==> src/rtl/alu_pkg.sv <==
// alu_pkg: definitions shared by the ALU arbiter and its environment.
//   - ALU opcode values carried on the 4-bit alucont buses
//   - arbiter FSM state type
package alu_pkg;

   localparam logic [3:0] ALU_AND = 4'b0000;
   localparam logic [3:0] ALU_OR  = 4'b0001;
   localparam logic [3:0] ALU_ADD = 4'b0010;
   localparam logic [3:0] ALU_SUB = 4'b0110;
   localparam logic [3:0] ALU_SLT = 4'b0111;
   localparam logic [3:0] ALU_NOR = 4'b1100;

   typedef enum logic [1:0] {
      IDLE = 2'd0,
      EXEC = 2'd1,
      RESP = 2'd2
   } state_t;

endpackage

==> src/rtl/alu_arbiter.sv <==
// alu_arbiter: shares one external combinational ALU between two requesters.
// A request is accepted in IDLE, executed for one cycle (EXEC), and its result
// is held in RESP until the granted requester takes it. Ties go to the port
// named by a round-robin pointer that flips to the other port after each
// completed response.
//
// Ports:
//   clk, reset                    clock, asynchronous active-high reset
//   reqN_valid/ready/alucont/a/b  request handshake and operands, N = 0,1
//   rspN_valid/ready/res/zero     response handshake and result, N = 0,1
//   alu_alucont/rd1/rd2           operands driven to the external ALU
//   alu_res/alu_zero              result returned by the external ALU
//   grant0_cnt/grant1_cnt         accept counters (only with ALU_ARB_CNT_EN)
//
// Build option: define ALU_ARB_CNT_EN to add the 16-bit per-port accept
// counters and their output ports.
module alu_arbiter
   import alu_pkg::*;
#(
   parameter int unsigned WIDTH = 32
) (
   input  logic             clk,
   input  logic             reset,
   input  logic             req0_valid,
   output logic             req0_ready,
   input  logic [3:0]       req0_alucont,
   input  logic [WIDTH-1:0] req0_a,
   input  logic [WIDTH-1:0] req0_b,
   input  logic             req1_valid,
   output logic             req1_ready,
   input  logic [3:0]       req1_alucont,
   input  logic [WIDTH-1:0] req1_a,
   input  logic [WIDTH-1:0] req1_b,
   output logic             rsp0_valid,
   input  logic             rsp0_ready,
   output logic [WIDTH-1:0] rsp0_res,
   output logic             rsp0_zero,
   output logic             rsp1_valid,
   input  logic             rsp1_ready,
   output logic [WIDTH-1:0] rsp1_res,
   output logic             rsp1_zero,
   output logic [3:0]       alu_alucont,
   output logic [WIDTH-1:0] alu_rd1,
   output logic [WIDTH-1:0] alu_rd2,
   input  logic [WIDTH-1:0] alu_res,
   input  logic             alu_zero
`ifdef ALU_ARB_CNT_EN
   ,
   output logic [15:0]      grant0_cnt,
   output logic [15:0]      grant1_cnt
`endif
);

   state_t           state, state_nxt;
   logic             rr;        // port that wins a tie
   logic             grant;     // port owning the in-flight operation
   logic             sel;       // port selected in IDLE
   logic             accept;
   logic             rsp_fire;
   logic [3:0]       op_alucont;
   logic [WIDTH-1:0] op_a, op_b;
   logic [WIDTH-1:0] res_q;
   logic             zero_q;

   always_comb begin
      // Lone requester wins; on a tie the round-robin pointer decides.
      sel        = (req0_valid && req1_valid) ? rr : req1_valid;
      req0_ready = 1'b0;
      req1_ready = 1'b0;
      rsp0_valid = 1'b0;
      rsp1_valid = 1'b0;
      accept     = 1'b0;
      rsp_fire   = 1'b0;
      state_nxt  = state;
      unique case (state)
         IDLE: begin
            // Ready is gated by reset so nothing looks accepted while held.
            if ((req0_valid || req1_valid) && !reset) begin
               req0_ready = !sel;
               req1_ready = sel;
               accept     = 1'b1;
               state_nxt  = EXEC;
            end
         end
         EXEC: state_nxt = RESP;
         RESP: begin
            rsp0_valid = !grant;
            rsp1_valid = grant;
            rsp_fire   = grant ? rsp1_ready : rsp0_ready;
            if (rsp_fire) state_nxt = IDLE;
         end
         default: state_nxt = IDLE;
      endcase
   end

   always_ff @(posedge clk or posedge reset) begin
      if (reset) state <= IDLE;
      else       state <= state_nxt;
   end

   always_ff @(posedge clk or posedge reset) begin
      if (reset) begin
         rr         <= 1'b0;
         grant      <= 1'b0;
         op_alucont <= '0;
         op_a       <= '0;
         op_b       <= '0;
         res_q      <= '0;
         zero_q     <= 1'b0;
      end else begin
         if (accept) begin
            grant      <= sel;
            op_alucont <= sel ? req1_alucont : req0_alucont;
            op_a       <= sel ? req1_a : req0_a;
            op_b       <= sel ? req1_b : req0_b;
         end
         if (state == EXEC) begin
            res_q  <= alu_res;
            zero_q <= alu_zero;
         end
         if (rsp_fire) rr <= !grant;
      end
   end

`ifdef ALU_ARB_CNT_EN
   always_ff @(posedge clk or posedge reset) begin
      if (reset) begin
         grant0_cnt <= '0;
         grant1_cnt <= '0;
      end else if (accept) begin
         if (sel) grant1_cnt <= grant1_cnt + 16'd1;
         else     grant0_cnt <= grant0_cnt + 16'd1;
      end
   end
`endif

   // The ALU only ever sees registered operands, never the request ports.
   assign alu_alucont = op_alucont;
   assign alu_rd1     = op_a;
   assign alu_rd2     = op_b;

   // Both ports share the result registers; valid tells who owns them.
   assign rsp0_res  = res_q;
   assign rsp0_zero = zero_q;
   assign rsp1_res  = res_q;
   assign rsp1_zero = zero_q;

endmodule

==> config.mk <==
export PLATFORM = sky130hd
export DESIGN_NAME = alu_arbiter
export DESIGN_NICKNAME = d
export VERILOG_FILES = /design/src/rtl/alu_pkg.sv /design/src/rtl/alu_arbiter.sv
export SDC_FILE = /design/constraint.sdc
export NUM_CORES = 1
export LEC_CHECK = 0
export ABC_CLOCK_PERIOD_IN_PS = 8800
export CAP_MARGIN = 5
export CORE_AREA = 2 2 121 123
export CTS_CLUSTER_SIZE = 10
export DETAILED_ROUTE_END_ITERATION = 10
export DIE_AREA = 0 0 123 125
export PLACE_DENSITY_LB_ADDON = 0.3
export SLEW_MARGIN = 10
export SYNTH_ARGS = -nofsm -noshare
export SYNTH_HDL_FRONTEND = slang
export SYNTH_SLANG_ARGS = --single-unit
==> constraint.sdc <==
create_clock -name clk -period 8.8 [get_ports clk]
set_input_delay 1.32 -clock clk [delete_from_list [all_inputs] [get_ports clk]]
set_output_delay 1.32 -clock clk [all_outputs]
set_load 0.03 [all_outputs]
## Word level (Yosys, flattened, before mapping)

Cells that the tools add are included.

- Input port bits: 175
- Logic and storage cells: 37
- Bits in registers: 105

- Equality and inequality tests: 4
- Mux-type cells: 17
- Reductions and logical operators: 8

Operators with widths:

| operator | count |
|---|---|
| $mux W32 | 2 |
| $mux W1 | 11 |
| $pmux W2 S3 | 1 |
| $mux W2 | 2 |
| $mux W4 | 1 |
| $ne A2 B2 Y1 const B | 2 |
| $logic_not A1 Y1 | 3 |
| $eq A2 B1 Y1 const B | 1 |
| $eq A2 B2 Y1 const B | 1 |
| $logic_and A1 B1 Y1 | 2 |
| $logic_not A2 Y1 | 1 |
| $reduce_and A2 Y1 | 1 |
| $logic_or A1 B1 Y1 | 1 |

## Logic depth before layout (Yosys ltp)

- Word-level depth: 5
- Gate-level depth with buffers: 6
- Gate-level depth less buffers: 3

## Least setup slack after synthesis

Ideal clock, no wire load.

- Kind: input to output
- Start point: in reset
- End point: out req1_ready
- Buffers on the path: 3
- Slack: 4.716 ns
- Required time: 7.480 ns
- Data arrival time: 2.764 ns
- Cell stages on the path: 5
- Cells stage by stage: or3_1 > buf_2 > buf_6 > buf_6 > nor3b_1

- Cells in the longest elaborated chain, start to end: 4

RTL lines:

| what | line | source |
|---|---|---|
| start: declaration | alu_arbiter.sv:23 | `input logic reset,` |
| $logic_not A1 Y1 (no line) | n/a |  |
| $logic_and A1 B1 Y1 | alu_arbiter.sv:78 | `if ((req0_valid \|\| req1_valid) && !reset) begin` |
| $mux W1 | alu_arbiter.sv:78 |  |
| $mux W1 | alu_arbiter.sv:75 | `unique case (state)` |
| end: declaration | alu_arbiter.sv:30 | `output logic req1_ready,` |

Every way passes these cells.

## Final worst setup path

Same ends and word-level chain as after synthesis.

==> qor.yml <==
placed_design:
  place_area_um2: 7860
  dp.cells: 868
  dp_hpwl_um: 11600
  gp_routability_congestion: 0.789
  portBuffers: 312
power_and_ir_drop:
  leakagePower_nw: 3.32
  p_clk_frac: 0.134
  peakVddDrop_uv: 151
  power_density_nw_per_um2: 375
  p_int_w: 0.00175
  combinationalPowerShare: 0.581
  switchingPower_w: 0.00131
  seq_power_share: 0.285
  power.share.switching: 0.428
global_route:
  grt_pass1_wl_um: 24400
  grt_start_max_net_pins: 72
  grt_pass1_vias: 4665
  grtUsageTotal: 0.203
  gr-total-overflow: 0
  antenna_found_initial: 0
clock_network:
  htreeDepth: 3
  clk_latency_ns: 0.34
  cts_repair_resize_count: 0
  path_clk_slew_ns: 0.06
  cts_tree: "yes"
  cts_root_buf: "clkbuf_16"
  cts.path.max_buffers: 2
  clkSinkCount: 105
  cts-hold-fix-buffers: 0
  numCtsBuffers: 9
  cts_setup_buffers: 0
worst_setup_path:
  cp.arrival_ns: 3.21
  reg2reg_from: "state[1]"
  crit_required_ns: 7.48
  startpoint: "reset"
  end_kind: "primary output"
  crit_fanout: 3
  critPathLaunchType: "input port"
  worstSetupPathType: "input port to primary output"
drt:
  drt_iter0_drc: 319
  antenna_left: 0
  drc: 0
  vias: 4528
  avgRoutedWirePerCell_um: 18.4
  wirelength_um: 16300
  viasPerCell: 5.12
  drtPass1Iterations: 5
logic_synthesis:
  synth_area_um2: 4880
  synth_top_cell_area_share: 0.539
  ys_top_cells_by_area: "dfrtp_1 54%, a221o_1 14%, mux2_2 7.6%"
  syn_inst: 441
  ys_warn_count: 0
  ys_ff_latch: 105
  yosysUniqueCellTypes: 22
  synth_largest_area_cell: "dfrtp_1"
  synthesis.nets: 616
  yosysSeqAreaShare: 0.539
  avgSynthCellArea_um2: 11.1
layout:
  final_nets: 870
  drive_gt1_frac: 0.100
  fin_cells: 884
  stdcell_area_um2: 8170
  area_delta_synth_final_pct: 67.4
  nFillCells: 1210
  n_antenna_cell: 0
  final_cell_mix: "311 x clkdlybuf4s50_1, 105 x dfrtp_1, 69 x nand2_1"
  final_common_cell: "clkdlybuf4s50_1"
sta:
  setup_violations: 0
  slew_headroom: 0.452
  fin_crit_sh: 0.515
  fmax_mhz: 221
  worstMarginPinSlew_ns: 0.822
  worst_clock_skew_ns: 0.0123
  final_max_slew_viol_count: 0
  finalCriticalPeriod_ns: 4.53
  setup-tns-final_ns: 0
  rsz0062_at_grt: "no"
  hold_violations: 0
floorplan:
  die_h_um: 125
  die_w_um: 123
  fp.coreArea_um2: 14200
  start_util: 0.343
  io_pins: 313
  dieArea_um2: 15400
  rows: 44
worst_hold_path:
  min_path_type: "flip-flop to flip-flop"
  min_from: "alu_alucont[3]"
outcome:
  status: "completed"
flow_run:
  cap_violations: 0
==> Yosys cell counts, drive strengths merged <==
master	n
a21oi	2
a221o	68
a31oi	1
and3	1
buf	53
clkbuf	23
dfrtp	105
inv	5
mux2	33
nand2	69
nand2b	2
nor2	3
nor2b	1
nor3	69
nor3b	1
o21ai	4
or3	1
==> kinds of logic after synthesis <==
group	synth area share
simple gates	0.143
flops	0.539
buf+inv	0.0947
compound gates	0.147
mux	0.0762
==> layout make-up <==
class | instances | area, um^2 | area share
Clock inverter | 4 | 51.3 | 0.00628
Clock buffer | 12 | 256 | 0.0314
Inverter | 5 | 21.3 | 0.00260
Multi-Input combinational cell | 255 | 1810 | 0.222
Tap cell | 184 | 230 | 0.0282
Sequential cell | 105 | 2630 | 0.322
Timing Repair Buffer | 319 | 3170 | 0.388
==> routing by layer <==
layer	vias up	wire (um)	GRT usage
met5	-	0	0
met4	0	572	0.0969
met3	38	1280	0.0465
met2	217	8260	0.361
met1	2186	6140	0.227
li1	2087	-	-
==> path summary, 6_finish.rpt <==
path                             endpoint  slack [ns]  cells after the start
max                            req1_ready        4.27                      4
min                        alu_alucont[3]        0.51                      1
max reg2reg                   alu_rd2[13]        6.71                      4
min reg2reg                alu_alucont[3]        0.51                      1
max in group asynchronous        state[0]        6.15                      3
min in group asynchronous     alu_rd2[22]        1.47                      2
==> power groups by stage <==
stage	sequential [W]	combinational [W]	clock, W
2_1_floorplan	0.00131	0.000656	0
3_3_place_gp	0.000865	0.00178	0
3_5_place_dp	0.000879	0.00179	0
4_1_cts	0.000875	0.00179	0.000418
5_1_grt	0.000905	0.00186	0.000438
6_report	0.000872	0.00178	0.000409
==> per-stage QoR <==
step | power [W] | hold WS [ns] | setup WS, ns | utilization
3_5_place_dp | 0.00267 | 0.501 | 4.30 | 0.553
6_report | 0.00306 | 0.511 | 4.27 | 0.575
5_1_grt | 0.00320 | 0.524 | 4.17 | 0.575
2_1_floorplan | 0.00196 | 0.501 | 4.72 | -
4_1_cts | 0.00309 | 0.518 | 4.27 | 0.575
3_3_place_gp | 0.00264 | 0.495 | 4.27 | 0.553
==> state kept, by name, indices dropped and copies added (netlist names) <==
signal and cells:
alu_rd2 32, grant 1, alu_rd1 32, alu_alucont 4
rr 1, rsp0_zero 1, rsp0_res 32, state 2
==> worst max-delay path: stages <==
cell,delay [ns]
clkdlybuf4s50_1,0.47
or3_2,0.45
nor3b_1,0.25
clkdlybuf4s50_1,0.72
Power figures use the tool's default switching activity.
